===== config.mk =====
export PLATFORM = sky130hd
export DESIGN_NAME = sevenseg_scan_ctrl_flat
export DESIGN_NICKNAME = d
export VERILOG_FILES = /design/src/rtl/sevenseg_pkg.sv /design/src/rtl/sevenseg_scan_ctrl_if.sv /design/src/rtl/sevenseg_scan_ctrl_scan_timer.sv /design/src/rtl/sevenseg_scan_ctrl.sv /design/src/flat_wrapper.sv
export SDC_FILE = /design/constraint.sdc
export NUM_CORES = 1
export LEC_CHECK = 0
export BUFFER_PORTS_ARGS = -buffer_cell sky130_fd_sc_hd__buf_4
export CORE_MARGIN = 5
export CORE_UTILIZATION = 25
export CTS_CLUSTER_DIAMETER = 150
export CTS_CLUSTER_SIZE = 20
export DETAILED_ROUTE_END_ITERATION = 12
export GPL_TIMING_DRIVEN = 0
export HOLD_SLACK_MARGIN = 0.03
export MAX_ROUTING_LAYER = met4
export PLACE_DENSITY = 0.39
export SETUP_SLACK_MARGIN = 0.05
export SYNTH_ARGS = -nofsm -noshare
export SYNTH_HDL_FRONTEND = slang
export SYNTH_SLANG_ARGS = --single-unit
export TNS_END_PERCENT = 20

===== constraint.sdc =====
create_clock -name clk -period 2.6 [get_ports clk]
set_input_delay 0.39 -clock clk [delete_from_list [all_inputs] [get_ports clk]]
set_output_delay 0.39 -clock clk [all_outputs]
set_load 0.05 [all_outputs]

===== src/rtl/sevenseg_pkg.sv =====
// sevenseg_pkg: display-code type and constants shared by the scan controller
package sevenseg_pkg;
    typedef logic [6:0] disp_code_t;
    localparam disp_code_t BLANK_CODE = 7'b1000000;
    localparam disp_code_t DASH_CODE = 7'b0010000;
    localparam int BLANK_BIT = 6;
    localparam int DP_BIT = 5;
    localparam int DASH_BIT = 4;
    function automatic logic is_plain_zero(disp_code_t c);
        return !c[BLANK_BIT] && !c[DP_BIT] && !c[DASH_BIT] && c[3:0] == 4'h0;
    endfunction
endpackage


===== src/rtl/sevenseg_scan_ctrl_if.sv =====
// sevenseg_scan_ctrl_if: digit write port, suppression control and scan outputs
interface sevenseg_scan_ctrl_if #(parameter int NDIGITS = 8);
    import sevenseg_pkg::*;
    logic wr_en;
    logic [$clog2(NDIGITS)-1:0] wr_addr;
    disp_code_t wr_data;
    logic lz_en;
    disp_code_t d;
    logic [NDIGITS-1:0] an_n;
    logic frame_tick;
    modport master(output wr_en, wr_addr, wr_data, lz_en, input d, an_n, frame_tick);
    modport slave(input wr_en, wr_addr, wr_data, lz_en, output d, an_n, frame_tick);
endinterface


===== src/rtl/sevenseg_scan_ctrl_scan_timer.sv =====
// scan_timer: slot counter and digit index; frame_wrap marks the first cycle after idx wraps to 0
module scan_timer #(
    parameter int NDIGITS = 8,
    parameter int SCAN_DIV = 100000,
    parameter int GUARD = 2,
    localparam int IW = $clog2(NDIGITS),
    localparam int CW = $clog2(SCAN_DIV)
) (
    input logic clk,
    input logic rst,
    output logic [IW-1:0] idx,
    output logic in_guard,
    output logic frame_wrap
);
    localparam logic [CW-1:0] CMAX = CW'(SCAN_DIV - 1);
    localparam logic [IW-1:0] IMAX = IW'(NDIGITS - 1);
    logic [CW-1:0] cnt;
    always_ff @(posedge clk or posedge rst)
        if (rst) begin
            cnt <= '0;
            idx <= '0;
            frame_wrap <= 1'b0;
        end else begin
            cnt <= cnt == CMAX ? '0 : cnt + 1'b1;
            if (cnt == CMAX) idx <= idx == IMAX ? '0 : idx + 1'b1;
            frame_wrap <= cnt == CMAX && idx == IMAX;
        end
    assign in_guard = int'(cnt) < GUARD;
endmodule


===== src/rtl/sevenseg_scan_ctrl.sv =====
// sevenseg_scan_ctrl: multiplexed seven-segment scan with guard blanking and leading-zero suppression
module sevenseg_scan_ctrl
    import sevenseg_pkg::*;
#(
    parameter int NDIGITS = 8,
    parameter int SCAN_DIV = 100000,
    parameter int GUARD = 2
) (
    input logic clk,
    input logic rst,
    sevenseg_scan_ctrl_if.slave bus
);
    localparam int IW = $clog2(NDIGITS);
    disp_code_t regs [NDIGITS];
    logic [IW-1:0] idx;
    logic in_guard, frame_wrap, run;
    logic [NDIGITS-1:0] supp;
    scan_timer #(.NDIGITS(NDIGITS), .SCAN_DIV(SCAN_DIV), .GUARD(GUARD)) u_timer (
        .clk(clk), .rst(rst), .idx(idx), .in_guard(in_guard), .frame_wrap(frame_wrap)
    );
    // suppression ripples down from the top digit; a blank digit passes it on, anything else shown stops it
    always_comb begin
        supp = '0;
        run = bus.lz_en;
        for (int k = NDIGITS - 1; k > 0; k--) begin
            supp[k] = run && is_plain_zero(regs[k]);
            run = run && (supp[k] || regs[k][BLANK_BIT]);
        end
    end
    always_ff @(posedge clk or posedge rst)
        if (rst) begin
            for (int k = 0; k < NDIGITS; k++) regs[k] <= BLANK_CODE;
            bus.d <= BLANK_CODE;
            bus.an_n <= '1;
            bus.frame_tick <= 1'b0;
        end else begin
            if (bus.wr_en && int'(bus.wr_addr) < NDIGITS) regs[bus.wr_addr] <= bus.wr_data;
            bus.d <= in_guard || supp[idx] ? BLANK_CODE : regs[idx];
            bus.an_n <= in_guard ? '1 : ~(NDIGITS'(1) << idx);
            bus.frame_tick <= frame_wrap;
        end
endmodule


===== src/flat_wrapper.sv =====
// flat-port wrapper written by rule: the top's interface ports become plain ports
module sevenseg_scan_ctrl_flat import sevenseg_pkg::*;
#(
    parameter int NDIGITS = 8,
    parameter int SCAN_DIV = 100000,
    parameter int GUARD = 2
)
  (clk, rst, bus_wr_en, bus_wr_addr, bus_wr_data, bus_lz_en, bus_d, bus_an_n, bus_frame_tick);
  sevenseg_scan_ctrl_if #(.NDIGITS(NDIGITS)) bus_i ();
  input logic clk;
  input logic rst;
  input wire logic [$bits(bus_i.wr_en)-1:0] bus_wr_en;
  input wire logic [$bits(bus_i.wr_addr)-1:0] bus_wr_addr;
  input wire logic [$bits(bus_i.wr_data)-1:0] bus_wr_data;
  input wire logic [$bits(bus_i.lz_en)-1:0] bus_lz_en;
  output wire logic [$bits(bus_i.d)-1:0] bus_d;
  output wire logic [$bits(bus_i.an_n)-1:0] bus_an_n;
  output wire logic [$bits(bus_i.frame_tick)-1:0] bus_frame_tick;
  assign bus_i.wr_en = bus_wr_en;
  assign bus_i.wr_addr = bus_wr_addr;
  assign bus_i.wr_data = bus_wr_data;
  assign bus_i.lz_en = bus_lz_en;
  assign bus_d = bus_i.d;
  assign bus_an_n = bus_i.an_n;
  assign bus_frame_tick = bus_i.frame_tick;
  sevenseg_scan_ctrl #(.NDIGITS(NDIGITS), .SCAN_DIV(SCAN_DIV), .GUARD(GUARD)) u_core (.clk(clk), .rst(rst), .bus(bus_i));
endmodule

==> run metrics <==
crit path launch type register; min Tclk post-route 1.83 ns; Lkg Pwr 2.06 nW; row count 48; placer congestion estimate 0.756; switch share 26.5%; Final Hold Vio Count 0; count leader, synth dfrtp_1; maxcap violations 0; Pint 2.70 mW; Crit Path Class register to register; Critical Path RT 2.80 ns; Post-DP HPWL 7460 um; Worst setup EP type register; Routed Antenna Nets 0; # hold bufs at CTS 0; Post-synth EDFFs 0; Max Clock Skew 0.00810 ns; Chip Width 141 um; max-slew violation count 0; top cell type's share of synthesized area 44.0%; GRT Residual Overflow 0; share of cells above drive strength 1 39.6%; GRT Total Usage 11.6%; commonest cells in the netlist 76 x dfrtp_1, 56 x mux2_2, 24 x nand2_1; root buf cell clkbuf_16; routed via count 2762; Worst Path Arrival 2.03 ns; die height 141 um; Comb pwr share 15.4%; non-filler cells in the finished layout 596; WL final 10400 um; post-cts gate resize count 0; Nets 388; first-pass GRT wire length 17100 um; Reg2Reg Depth 5; synthesized flop and latch total 93; Synthesized Nets 350; Yosys warning count 0; DRC Markers 0; clock share of power 34.1%; DP Area 0.00483 mm^2; Layout area overhead 18.3%; Synth area leader dfrtp_1; final instance area 0.00511 mm^2; Min-Delay Path Class input port to async pin; Yosys cell types 48; CTS Buffer Depth 2; insertion delay of the later-clocked pin in the worst-skew pair 0.35 ns; I/O pin count 30; initial antenna violation count 0; CTS clock-pin slew for the worst setup and hold paths 0.06 ns; antenna cells 0; largest net degree at the start of global routing 36; H-tree levels 3; CTS tree built; post-synthesis sequential area ratio 54.4%; clk sink count 93; via/cell ratio 4.63; fmax 0.546 GHz; period utilization 70.5%; Die Area 0.0200 mm^2; pwr/cell area 720 mW/mm^2; Placed Cells incl. Taps 581; setup TNS 0 ns; maximum fanout along the worst path 10; WL/cell 17.4 um; vias in the first global route 2896; Slew HR 48.9%; Initial DRT Pass Iterations 4; Area contributors post-synth dfrtp_1 44%, mux2_2 15%, dfstp_2 10%, mux4_2 6.8%, nand2_1 2.1%; mapped cell area 0.00432 mm^2; CTS Buf Count 9; maximum VDD drop 361 uV; number of I/O port buffers 25; Initial Util 25.2%; syn_area_per_cell 13.1 um^2; Initial DRC Count 155; setup bufs post-CTS 0; ys flop type dfrtp_1; Core ar. 0.0171 mm^2; final setup fails 0; outcome completed; Mapped Cells 329; switching power 975 uW; RSZ-0062 raised after global routing no; Power, Total 3.68 mW; Worst-Margin Slew 0.762 ns; Flop pwr share 50.6%; asr flop ratio synth 100%
[layout by cell type, fill, tap and decap left out, types with 3 or more instances in the layout]
| cell type | n |
|---|---|
| nor3_2 | 3 |
| o21ai_1 | 3 |
| xnor2_1 | 9 |
| o21ai_0 | 3 |
| clkbuf_1 | 6 |
| buf_2 | 4 |
| buf_4 | 26 |
| clkbuf_16 | 9 |
| nand3_1 | 11 |
| ha_1 | 7 |
| nor2_1 | 15 |
| nor3_1 | 6 |
| dfstp_2 | 17 |
| nand4b_1 | 3 |
| nand2_1 | 24 |
| clkbuf_8 | 3 |
| dfrtp_1 | 76 |
| nand4_1 | 6 |
| nor4_1 | 10 |
| inv_1 | 5 |
| a21oi_1 | 15 |
| mux2_2 | 56 |
| xor2_1 | 4 |
| mux4_2 | 13 |
[logic make-up (layout without fill, tap and decap cells)]
group / after synthesis / after routing / synth area share [%]
xor+xnor: 13 / 13 / 2.64
flops: 93 / 93 / 54.4
mux: 71 / 71 / 21.8
simple gates: 99 / 99 / 13.6
compound gates: 28 / 28 / 3.65
fa+ha+maj: 7 / 7 / 2.03
buf+inv: 18 / 60 / 1.94
[through the flow]
stage	setup slack, ns	hold slack, ns	utilization (%)
4_1_cts	0.715	0.116	29.9
3_3_place_gp	0.351	0.340	28.0
2_1_floorplan	1.03	0.331	-
3_5_place_dp	0.719	0.339	28.2
5_1_grt	0.654	0.144	29.9
6_report	0.768	0.105	29.9
[state kept, by name (all words and copies together) (netlist names)]
signal / cells
u_core.bus.an_n: 8
u_core.bus.d: 7
u_core.bus.frame_tick: 1
u_core.regs: 56
u_core.u_timer.cnt: 17
u_core.u_timer.frame_wrap: 1
u_core.u_timer.idx: 3
[critical path, cell delays in order (launching register included)]
cell and delay (ns):
dfrtp_1 0.47, buf_2 0.31, buf_2 0.33, mux4_2 0.35, nand2_1 0.12, a21oi_1 0.09
[power groups by stage]
stage | clock network (mW) | registers [mW] | logic (mW)
CTS | 1.30 | 1.86 | 0.577
global placement | 0 | 1.89 | 0.562
floorplan | 0 | 1.90 | 0.349
finish | 1.25 | 1.86 | 0.565
global route | 1.35 | 1.89 | 0.622
detailed placement | 0 | 1.89 | 0.573
[area by class of cell]
class,instances,area (um^2)
fill,1767,12000
multi-input combinational,218,1890
clock inverter,1,5.00
sequential,93,2350
clock buffer,14,274
buffer,11,57.6
tap,225,282
timing repair buffer,27,228
inverter,7,30.0
[final timing paths]
kind / startpoint / endpoint / slack, ns
max in group asynchronous: rst / u_core.regs[55] / 1.62
hold reg to reg: u_core.u_timer.frame_wrap / u_core.bus.frame_tick / 0.36
min in group clk: bus_wr_data[3] / u_core.regs[45] / 0.35
setup reg to reg: u_core.u_timer.idx[0] / u_core.bus.d[0] / 0.77
hold / removal: rst / u_core.u_timer.idx[1] / 0.10
setup / recovery: u_core.u_timer.idx[0] / u_core.bus.d[0] / 0.77
[routing by layer]
metal / part of all wire (%) / track usage, % / vias up
met5: 0 / - / -
met4: 1.6 / 3.64 / 0
met3: 4.1 / 3.27 / 14
met2: 46 / 16.7 / 45
met1: 48 / 15.8 / 1414
li1: - / - / 1289
Power figures use the tool's default switching activity.
